--- src/rtl/anabellek_hakemi_pkg.sv ---
// Shared definitions for the main-memory arbiter: bus widths, line geometry
// and the arbiter state encoding.
package anabellek_hakemi_pkg;

  localparam int ADRES_W      = 32;
  localparam int VERI_W       = 32;
  localparam int SATIR_KELIME = 4;
  localparam int KELIME_W     = $clog2(SATIR_KELIME);
  // Byte offset of a line: word index plus the two byte-select bits.
  localparam int OFFSET_W     = KELIME_W + 2;

  localparam logic [KELIME_W-1:0] SON_KELIME = KELIME_W'(SATIR_KELIME - 1);

  typedef enum logic [1:0] {
    BOSTA  = 2'd0,
    BO_OKU = 2'd1,
    VO_OKU = 2'd2,
    VO_YAZ = 2'd3
  } durum_t;

endpackage

--- src/rtl/anabellek_hakemi.sv ---
// Main-memory arbiter between the instruction cache (line fills) and the data
// cache (line fills and write-backs). One 4-word burst at a time, round-robin
// on simultaneous requests, word-by-word handshake with main memory.
module anabellek_hakemi
  import anabellek_hakemi_pkg::*;
(
  input  logic                clk_i,
  input  logic                rst_i,
  // instruction cache
  input  logic                bo_istek_i,
  input  logic [ADRES_W-1:0]  bo_adres_i,
  output logic [VERI_W-1:0]   bo_veri_o,
  output logic                bo_gecerli_o,
  output logic                bo_son_o,
  // data cache
  input  logic                vo_istek_i,
  input  logic                vo_yaz_i,
  input  logic [ADRES_W-1:0]  vo_adres_i,
  input  logic [VERI_W-1:0]   vo_yaz_veri_i,
  output logic [KELIME_W-1:0] vo_kelime_o,
  output logic [VERI_W-1:0]   vo_veri_o,
  output logic                vo_gecerli_o,
  output logic                vo_son_o,
  // main memory
  output logic                bellek_istek_o,
  output logic                bellek_yaz_o,
  output logic [ADRES_W-1:0]  bellek_adres_o,
  output logic [VERI_W-1:0]   bellek_yaz_veri_o,
  input  logic                bellek_hazir_i,
  input  logic [VERI_W-1:0]   bellek_veri_i,
  output logic                mesgul_o
);

  durum_t                     r_durum, w_durum_next;
  logic [KELIME_W-1:0]        r_sayac, w_sayac_next;
  logic [ADRES_W-1:OFFSET_W]  r_satir, w_satir_next;
  // 1 = data cache was served last, so the instruction cache wins a tie.
  logic                       r_son_hakem_vo, w_son_hakem_next;

  logic                       w_bo_sec;
  logic                       w_vo_sec;
  logic                       w_son_kelime;
  logic                       w_vo_aktif;

  // Requesters supply full addresses; the in-line offset is regenerated here.
  logic                       w_unused_adres;
  assign w_unused_adres = ^{bo_adres_i[OFFSET_W-1:0], vo_adres_i[OFFSET_W-1:0]};

  // State, word counter, latched line address and round-robin flag.
  always_ff @(posedge clk_i or negedge rst_i) begin
    if (!rst_i) begin
      r_durum        <= BOSTA;
      r_sayac        <= '0;
      r_satir        <= '0;
      r_son_hakem_vo <= 1'b1;
    end else begin
      r_durum        <= w_durum_next;
      r_sayac        <= w_sayac_next;
      r_satir        <= w_satir_next;
      r_son_hakem_vo <= w_son_hakem_next;
    end
  end

  // Arbitration, burst sequencing and memory/cache handshake outputs.
  always_comb begin
    w_durum_next     = r_durum;
    w_sayac_next     = r_sayac;
    w_satir_next     = r_satir;
    w_son_hakem_next = r_son_hakem_vo;
    w_bo_sec         = 1'b0;
    w_vo_sec         = 1'b0;
    w_son_kelime     = 1'b0;

    case (r_durum)
      BOSTA: begin
        // Memory strobes arriving while idle belong to no burst and are dropped.
        w_bo_sec = bo_istek_i && (!vo_istek_i || r_son_hakem_vo);
        w_vo_sec = vo_istek_i && !w_bo_sec;
        if (w_bo_sec) begin
          w_durum_next     = BO_OKU;
          w_satir_next     = bo_adres_i[ADRES_W-1:OFFSET_W];
          w_sayac_next     = '0;
          w_son_hakem_next = 1'b0;
        end else if (w_vo_sec) begin
          w_durum_next     = vo_yaz_i ? VO_YAZ : VO_OKU;
          w_satir_next     = vo_adres_i[ADRES_W-1:OFFSET_W];
          w_sayac_next     = '0;
          w_son_hakem_next = 1'b1;
        end
      end
      default: begin
        // Once granted, the burst runs to its last word regardless of the request.
        if (bellek_hazir_i) begin
          w_sayac_next = r_sayac + KELIME_W'(1);
          if (r_sayac == SON_KELIME) begin
            w_son_kelime = 1'b1;
            w_durum_next = BOSTA;
          end
        end
      end
    endcase

    w_vo_aktif     = (r_durum == VO_OKU) || (r_durum == VO_YAZ);

    mesgul_o       = (r_durum != BOSTA);
    bellek_istek_o = (r_durum != BOSTA);
    bellek_yaz_o   = (r_durum == VO_YAZ);
    bellek_adres_o = {r_satir, r_sayac, 2'b00};
    bo_gecerli_o   = (r_durum == BO_OKU) && bellek_hazir_i;
    vo_gecerli_o   = (r_durum == VO_OKU) && bellek_hazir_i;
    bo_son_o       = w_son_kelime && (r_durum == BO_OKU);
    vo_son_o       = w_son_kelime && w_vo_aktif;
    vo_kelime_o    = w_vo_aktif ? r_sayac : '0;
  end

  // Data paths are pure pass-through, held at zero while reset is applied.
  assign bo_veri_o         = rst_i ? bellek_veri_i : '0;
  assign vo_veri_o         = rst_i ? bellek_veri_i : '0;
  assign bellek_yaz_veri_o = rst_i ? vo_yaz_veri_i : '0;

endmodule
--- config.mk ---
export PLATFORM = sky130hd
export DESIGN_NAME = anabellek_hakemi
export DESIGN_NICKNAME = d
export VERILOG_FILES = /design/src/rtl/anabellek_hakemi_pkg.sv /design/src/rtl/anabellek_hakemi.sv
export SDC_FILE = /design/constraint.sdc
export NUM_CORES = 1
export LEC_CHECK = 0
export ABC_CLOCK_PERIOD_IN_PS = 4550
export CAP_MARGIN = 20
export CORE_AREA = 2 2 104 106
export CTS_CLUSTER_SIZE = 28
export DETAILED_ROUTE_END_ITERATION = 6
export DIE_AREA = 0 0 106 108
export PLACE_DENSITY = 0.75
export SETUP_SLACK_MARGIN = 0.5
export SYNTH_ARGS = -nofsm -noshare
export SYNTH_HDL_FRONTEND = slang
export SYNTH_SLANG_ARGS = --single-unit
--- constraint.sdc ---
create_clock -name clk_i -period 4.55 [get_ports clk_i]
set_clock_uncertainty 0.1 [all_clocks]
set_input_delay 1.1375 -clock clk_i [delete_from_list [all_inputs] [get_ports clk_i]]
set_output_delay 1.1375 -clock clk_i [all_outputs]
set_load 0.005 [all_outputs]
## Word level (Yosys, flattened, before mapping)

Cells that the tools add are included.

| word-level totals | value |
|---|---|
| output and inout port bits | 137 |
| logic and storage cells | 48 |
| bits in registers | 33 |

| cells by class | value |
|---|---|
| equal/unequal tests | 5 |
| $add $sub $neg | 1 |
| reductions and logical operators | 18 |
| muxes and demuxes | 20 |

Operator list:

| cell | number |
|---|---|
| $mux W32 | 2 |
| $mux W28 | 2 |
| $mux W2 | 10 |
| $reduce_bool A2 Y1 | 4 |
| $eq A2 B2 Y1 const B | 3 |
| $logic_and A1 B1 Y1 | 6 |
| $mux W1 | 6 |
| $reduce_and A2 Y1 | 2 |
| $ne A3 B3 Y1 const B | 1 |
| $reduce_and A3 Y1 | 1 |
| $add A2 B1 Y2 const B | 1 |
| $eq A2 B1 Y1 const B | 1 |
| $logic_not A1 Y1 | 2 |
| $logic_not A2 Y1 | 1 |
| $logic_or A1 B1 Y1 | 2 |

## Depth between registers and ports, before layout

Gate-level depths: netlist of run 1.

| logic depth | value |
|---|---|
| depth after elaboration | 8 |
| mapped depth | 5 |
| depth with buffers taken out | 3 |

## Worst setup path after synthesis of run 1

No wires, ideal clock.

| timing path | value |
|---|---|
| kind | input port to output port |
| start point | in rst_i |
| end point | out vo_veri_o[10] |
| buffers on the path | 3 |
| data arrival time | 1843 ps |
| path slack | 1469 ps |
| cell stages on the path | 4 |
| cell sequence | clkbuf_1 > clkbuf_1 > and2_1 > buf_4 |

| on the way | value |
|---|---|
| word-level cells in the longest chain between the ends | 1 |

RTL lines:

| item | line | text |
|---|---|---|
| from (decl) | anabellek_hakemi.sv:8 | `input logic rst_i,` |
| $mux W32 | -- |  |
| to (decl) | anabellek_hakemi.sv:21 | `output logic [VERI_W-1:0] vo_veri_o,` |

Every way passes these cells.

## Worst setup path in the final report of run 1

| timing path | value |
|---|---|
| start point | in bellek_hazir_i |
| end point | out bo_son_o |

| on the way | value |
|---|---|
| word-level cells in the longest chain between the ends | 3 |

RTL lines:

| item | line | text |
|---|---|---|
| from (decl) | anabellek_hakemi.sv:29 | `input logic bellek_hazir_i,` |
| $mux W1 | anabellek_hakemi.sv:93 | `if (bellek_hazir_i) begin` |
| $mux W1 | anabellek_hakemi.sv:74 | `case (r_durum)` |
| $logic_and A1 B1 Y1 | anabellek_hakemi.sv:111 | `bo_son_o = w_son_kelime && (r_durum == BO_OKU);` |
| to (decl) | anabellek_hakemi.sv:14 | `output logic bo_son_o,` |

Every way passes these cells.

==> results by group, run 1 <==
Critical path
  • Startpoint types: primary input
  • Arrival @ worst endpoint: 2.59 ns
  • Cells on worst reg2reg path: 4
  • Crit end category: primary output
  • Peak fanout along the critical path: 7
  • Critical R2R Capture: r_son_hakem_vo
  • Reg2reg setup slack: 2.64 ns
  • RR Startpoint: r_durum[1]
  • Required time worst endpoint: 3.31 ns
  • Crit Path Category: primary input to primary output

Min path
  • Hold endpoint: r_sayac[1]
  • Hold path depth: 1
  • Tightest Hold Check Type: register to register
  • Hold_sp: r_sayac[1]

Clock tree
  • CTS max path bufs: 2
  • CTS Buf Count: 5
  • Postcts setup bufs: 0
  • Root Driver: clkbuf_8
  • CTS Hold Bufs: 0
  • Post-CTS resize count: 0
  • Htree depth: 2
  • Clock Latency Late Sink: 0.28 ns
  • TritonCTS clock tree: done
  • Worst-path clk slew: 0.07 ns
  • Sink Count: 33

Floorplan
  • Starting Density: 23.3%
  • Die ar.: 11400 um2
  • Die height: 108 um
  • Die width: 106 um
  • # IOs: 271
  • FP Rows: 37
  • Total core area: 10200 um2

STA
  • Worst path setup slack after routing: 0.724 ns
  • Relative slew slack: 30.9%
  • Final Hold Violating Endpoints: 0
  • Fin crit share: 84.1%
  • Fmax: 261 MHz
  • Accumulated negative setup slack: 0 ns
  • Final slew viol count: 0
  • RSZ-0062 raised after global routing: false
  • Worst-Margin Slew: 1.03 ns
  • Final-report setup violation count: 0
  • Crit path time final: 3.83 ns

Outcome
  • Outcome: complete, no violations

Synthesis
  • Synth async-reset ratio: 100%
  • Yosys warning count: 0
  • Post-synthesis cell type count: 28
  • Synth top area cells: dfrtp_1 (34%), and2_1 (18%), buf_4 (11%), a31oi_1 (7.3%), a21oi_1 (5.9%)
  • Ys flop type: dfrtp_1
  • Avg Cell Area, Syn: 7.98 um2
  • Seq cells post-synth: 33
  • Share of the synthesized area in the top cell type: 33.6%
  • Synth area leader: dfrtp_1
  • Sequential share of the synthesized area: 34.7%
  • Synth Cell Area: 2390 um2
  • Number of enable-type register cells in the synthesized netlist: 0
  • Syn Inst Count: 299

Pwr
  • VDD IR max: 0.214 mV
  • Switching share of power: 34.4%
  • Sequential Power Share: 30.9%
  • Pint: 1.16 mW
  • Leakage: 1.89 nW
  • PwrDens: 355 nW/um2
  • Clock network fraction of total power: 12.5%
  • Sw Pwr: 0.606 mW
  • Logic pwr share: 56.6%

Cells and area
  • P&R area growth vs syn: 108%
  • Commonest non-fill, non-tap cells in the layout: clkdlybuf4s50_1 (259), and2_1 (69), dfrtp_1 (32)
  • Most common cell after layout, fill and taps aside: clkdlybuf4s50_1
  • Final net count: 647
  • Layout cells sized above 1: 3.90%
  • Non-Filler Instances: 651

Placed design
  • PortBufs: 260
  • GP Congestion: 0.864
  • DP Worst Slack: 0.712 ns
  • HPWL Detailed: 9170 um
  • Placed insts: 640

Global route
  • First-pass GRT wire length: 16600 um
  • Grt ovf: 0
  • Pin count of the biggest net entering global routing: 39
  • Gr usage total: 19.0%
  • Initial antenna violation count: 4
  • Vias in the first global route: 2943

Drt
  • Final WL: 11600 um
  • Residual DRC: 0
  • DRT antenna net count: 0
  • Vias: 3021
  • DR WL/cell: 17.9 um
  • Via density: 4.64
  • Drt pass-1 iters: 5
  • DRT iter0 DRCs: 165

Job
  • Max-cap violations: 0
==> critical path, cell delays in order <==
cell and delay [ns]:
clkdlybuf4s50_1 0.60, and3b_1 0.23, and2_1 0.13, clkdlybuf4s50_1 0.49
==> cell families after synthesis <==
| kind of cell | share of synthesized area [%] |
|---|---|
| adder cells (fa/ha/maj) | 0.524 |
| flip-flops | 34.7 |
| multiplexers | 0.891 |
| AND/OR/NAND/NOR | 26.5 |
| AO/OA/AOI/OAI | 20.9 |
| other | 0.157 |
| buffers and inverters | 16.4 |
==> worst max path at each step <==
stage / from / to / slack [ns] / depth (start not counted)
after global placement: bellek_hazir_i / bo_son_o / 0.81 / 4
after global routing: bellek_hazir_i / bo_son_o / 0.65 / 4
after CTS: bellek_hazir_i / bo_son_o / 0.71 / 4
after floorplan: rst_i / vo_veri_o[10] / 1.47 / 4
final: bellek_hazir_i / bo_son_o / 0.72 / 4
after detailed placement: bellek_hazir_i / bo_son_o / 0.71 / 4
==> per-layer routing <==
| layer | vias up | routed length, um | track usage [%] |
|---|---|---|---|
| met1 | 1381 | 4760 | 23.5 |
| met4 | 4 | 94 | 3.48 |
| met2 | 203 | 5450 | 31.7 |
| met5 | - | 22 | 0 |
| met3 | 12 | 1320 | 7.35 |
| li1 | 1421 | - | - |
==> power groups by stage <==
| stage | Sequential, mW | Clock (mW) | Combinational [mW] |
|---|---|---|---|
| after CTS | 0.545 | 0.229 | 0.991 |
| after floorplan | 0.543 | 0 | 0.387 |
| after detailed placement | 0.547 | 0 | 0.989 |
| final | 0.544 | 0.221 | 0.997 |
| after global routing | 0.564 | 0.239 | 1.08 |
| after global placement | 0.540 | 0 | 0.971 |
==> cell usage after synthesis (3+ instances only) <==
| library cell | number |
|---|---|
| o21ai_1 | 3 |
| o21ai_0 | 25 |
| and2_1 | 69 |
| buf_2 | 7 |
| a31oi_1 | 28 |
| a21oi_1 | 28 |
| clkbuf_1 | 20 |
| nand3_1 | 28 |
| nand2_1 | 3 |
| dfrtp_1 | 32 |
| buf_4 | 35 |
==> sequential cells by signal (all words and copies together) (netlist names) <==
signal          cells
r_son_hakem_vo      1
r_sayac             2
r_satir            28
r_durum             2
==> cell type report <==
type	instances	area (um2)
diodes	2	5.00
clock buffers	6	72.6
clock inverters	2	10.0
fillers	1000	5270
inverters	2	7.51
multi-input cells	202	1180
flip-flops and latches	33	827
well taps	136	170
repair buffers	268	2690
==> metrics by stage <==
step | area [um2] | utilization [%] | hold WS [ns] | total power [mW]
final | 4960 | 48.5 | 0.455 | 1.76
after global routing | 4950 | 48.4 | 0.479 | 1.88
after CTS | 4930 | 48.1 | 0.456 | 1.77
after detailed placement | 4840 | 47.3 | 0.440 | 1.54
after global placement | 4840 | 47.3 | 0.428 | 1.51
after floorplan | 2390 | - | 0.426 | 0.931
(Power assumes the default switching activity.)
==> run 2: changes to the inputs <==
--- a/config.mk
+++ b/config.mk
@@ -5,13 +5,13 @@
 export SDC_FILE = /design/constraint.sdc
 export NUM_CORES = 1
 export LEC_CHECK = 0
-export ABC_CLOCK_PERIOD_IN_PS = 4550
+export ABC_CLOCK_PERIOD_IN_PS = 3200
 export CAP_MARGIN = 20
 export CORE_AREA = 2 2 104 106
 export CTS_CLUSTER_SIZE = 28
 export DETAILED_ROUTE_END_ITERATION = 6
 export DIE_AREA = 0 0 106 108
-export PLACE_DENSITY = 0.75
+export PLACE_DENSITY = 0.78
 export SETUP_SLACK_MARGIN = 0.5
 export SYNTH_ARGS = -nofsm -noshare
 export SYNTH_HDL_FRONTEND = slang
==> constraint.sdc (replaced) <==
create_clock -name clk_i -period 3.2 [get_ports clk_i]
set_clock_uncertainty 0.1 [all_clocks]
set_input_delay 0.8 -clock clk_i [delete_from_list [all_inputs] [get_ports clk_i]]
set_output_delay 0.8 -clock clk_i [all_outputs]
set_load 0.005 [all_outputs]
==> run 2 against run 1 <==
Setup slack worse by 0.19 ns. Total power is 41% higher. Count of clock-buffer cells in the layout is 1 lower. Non-clock buffer count is 2 higher. Sequential power is 43% higher. Register-to-register slack worse by 1.2 ns. Critical path depth stayed put. Cell count stayed put. Wire length is 1.2% lower. Cell area is 2.1% lower. Largest power group unchanged.
==> results by group, run 2 (synthesized netlist as in run 1, its figures left out) <==
Critical path
  • Crit end category: primary output
  • Arrival @ worst endpoint: 1.76 ns (-0.83 ns)
  • Cells on worst reg2reg path: 4 (unchanged)
  • Peak fanout along the critical path: 7 (unchanged)
  • Crit Path Category: primary input to primary output
  • Required time worst endpoint: 2.30 ns (-1.01 ns)
  • Reg2reg setup slack: 1.49 ns (-1.15 ns)
  • Critical R2R Capture: r_satir[18]
  • Startpoint types: primary input
  • RR Startpoint: r_son_hakem_vo

Job
  • Max-cap violations: 0 (unchanged)

STA
  • Fmax: 376 MHz
  • Worst-Margin Slew: 0.781 ns (-0.251 ns)
  • RSZ-0062 raised after global routing: false
  • Worst hold slack: 0.454 ns (-0.000631 ns)
  • Final Hold Violating Endpoints: 0 (unchanged)
  • Final-report setup violation count: 0 (unchanged)
  • Accumulated negative setup slack: 0 ns (unchanged)
  • Fin crit share: 83.2%
  • Crit path time final: 2.66 ns
  • Relative slew slack: 47.9% (+17 points)
  • Final slew viol count: 0 (unchanged)

Clock tree
  • Htree depth: 2 (unchanged)
  • Postcts setup bufs: 0 (unchanged)
  • Sink Count: 33 (unchanged)
  • TritonCTS clock tree: done
  • Root Driver: clkbuf_8
  • CTS max path bufs: 2 (unchanged)
  • CTS Buf Count: 5 (unchanged)
  • Clock Latency Late Sink: 0.28 ns (about the same)
  • Worst-path clk slew: 0.07 ns (about the same)

Floorplan
  • Die height: 108 um (unchanged)
  • Die width: 106 um (unchanged)
  • Die ar.: 11400 um2 (unchanged)
  • Starting Density: 23.3% (unchanged)
  • Total core area: 10200 um2 (unchanged)
  • # IOs: 271 (unchanged)
  • FP Rows: 37 (unchanged)

Cells and area
  • Layout cells sized above 1: 5.05% (+1.1 points)
  • Most common cell after layout, fill and taps aside: clkdlybuf4s50_1
  • # fillers: 1025 (+2.5%)
  • Ant diodes: 0 (-2)
  • Max FFs per register: 28 (unchanged)
  • Commonest non-fill, non-tap cells in the layout: clkdlybuf4s50_1 (162), dlygate4sd2_1 (96), and2_1 (67)
  • Largest regs: r_satir: 28 flops, r_durum: 2 flops, r_sayac: 2 flops
  • Final net count: 649 (+0.31%)
  • Top reg by flops: r_satir
  • P&R area growth vs syn: 103%

Drt
  • DR WL/cell: 17.7 um (-1.2%)
  • Wire length on met3: 1310 um (-0.61%)
  • Via density: 4.66 (+0.33%)
  • Wl on met1: 4250 um (-11%)
  • Vias: 3031 (+0.33%)
  • Residual DRC: 0 (unchanged)
  • DRT iter0 DRCs: 215 (+30%)
  • Drt pass-1 iters: 4 (-1)
  • DRT antenna net count: 0 (unchanged)
  • Final WL: 11500 um (-1.2%)
  • Max layer used: met4
  • Met2 routed WL: 5790 um (+6.3%)

Placed design
  • PortBufs: 260 (unchanged)
  • HPWL Detailed: 9340 um (+1.8%)
  • GP Congestion: 0.791 (-8.4%)

Global route
  • Initial antenna violation count: 0 (-4)
  • Gr usage total: 19.1% (+0.12 points)
  • First-pass GRT wire length: 17000 um (+2.2%)
  • Grt ovf: 0 (unchanged)
  • Vias in the first global route: 3067 (+4.2%)
  • Pin count of the biggest net entering global routing: 32 (-18%)

Min path
  • Tightest Hold Check Type: register to register
  • Hold path depth: 2 (+1)
  • Hold_sp: r_satir[12]
  • Hold endpoint: r_satir[12]

Outcome
  • Outcome: complete, no violations

Pwr
  • VDD IR max: 0.338 mV (+58%)
  • PwrDens: 510 nW/um2 (+44%)
  • Leakage: 2.20 nW (+17%)
==> run 2: changes by cell type in the layout (fill, tap and decap cells not counted), sizes merged <==
cell           previous run  this run
diode                     2         0
clkinvlp                  0         1
dlygate4sd2               0        96
clkdlybuf4s50           259       162
buf                       9        11
==> run 2: where the power goes <==
part	switching, mW	internal [mW]
Combinational	0.569	0.822
Clock	0.159	0.150
Sequential	0.144	0.634
Total	0.872	1.61
==> run 2: cell type report <==
| type | instances | area (um2) | area share (%) |
|---|---|---|---|
| Clock inverter | 3 | 17.5 | 0.361 |
| Inverter | 2 | 7.51 | 0.155 |
| Multi-Input combinational cell | 202 | 1180 | 24.3 |
| Timing Repair Buffer | 270 | 2580 | 53.2 |
| Clock buffer | 5 | 68.8 | 1.42 |
| Tap cell | 136 | 170 | 3.51 |
| Sequential cell | 33 | 827 | 17.0 |
==> run 2: worst max path at each step <==
stage | start | to | slack, ns | depth (start not counted)
floorplan | rst_i | vo_veri_o[10] | 0.79 | 4
global placement | bellek_hazir_i | bo_son_o | 0.12 | 4
detailed placement | bellek_hazir_i | bo_son_o | 0.08 | 4
CTS | bellek_hazir_i | bo_son_o | 0.38 | 4
global route | bellek_hazir_i | bo_son_o | 0.51 | 4
finish | bellek_hazir_i | bo_son_o | 0.54 | 4
==> run 2: metrics by stage <==
| step | std cells | setup WS (ns) | cell area [um2] | power (mW) | util (%) |
|---|---|---|---|---|---|
| after floorplan | 300 | 0.794 | 2390 | 1.32 | - |
| after global placement | 642 | 0.125 | 4860 | 2.16 | 47.5 |
| after detailed placement | 642 | 0.0810 | 4860 | 2.20 | 47.5 |
| after CTS | 650 | 0.384 | 4830 | 2.48 | 47.2 |
| after global routing | 651 | 0.508 | 4850 | 2.67 | 47.5 |
| final | 651 | 0.538 | 4850 | 2.48 | 47.5 |
==> run 2: layer usage <==
metal / vias to the layer above / track usage (%)
li1: 1420 / -
met1: 1407 / 21.5
met2: 191 / 34.6
met3: 13 / 6.51
met4: 0 / 4.98
met5: - / 0
==> run 2: repair_timing <==
item | in CTS | in global routing
resized for setup | 101 | 1
setup endpoints to repair | 100 | 3
pin swaps | 0 | 0
hold buffers | 0 | 0
==> run 2: worst max-delay path, stage by stage <==
cell and delay (ns):
clkbuf_2 0.15, and3b_1 0.18, and2_1 0.13, clkdlybuf4s50_1 0.50
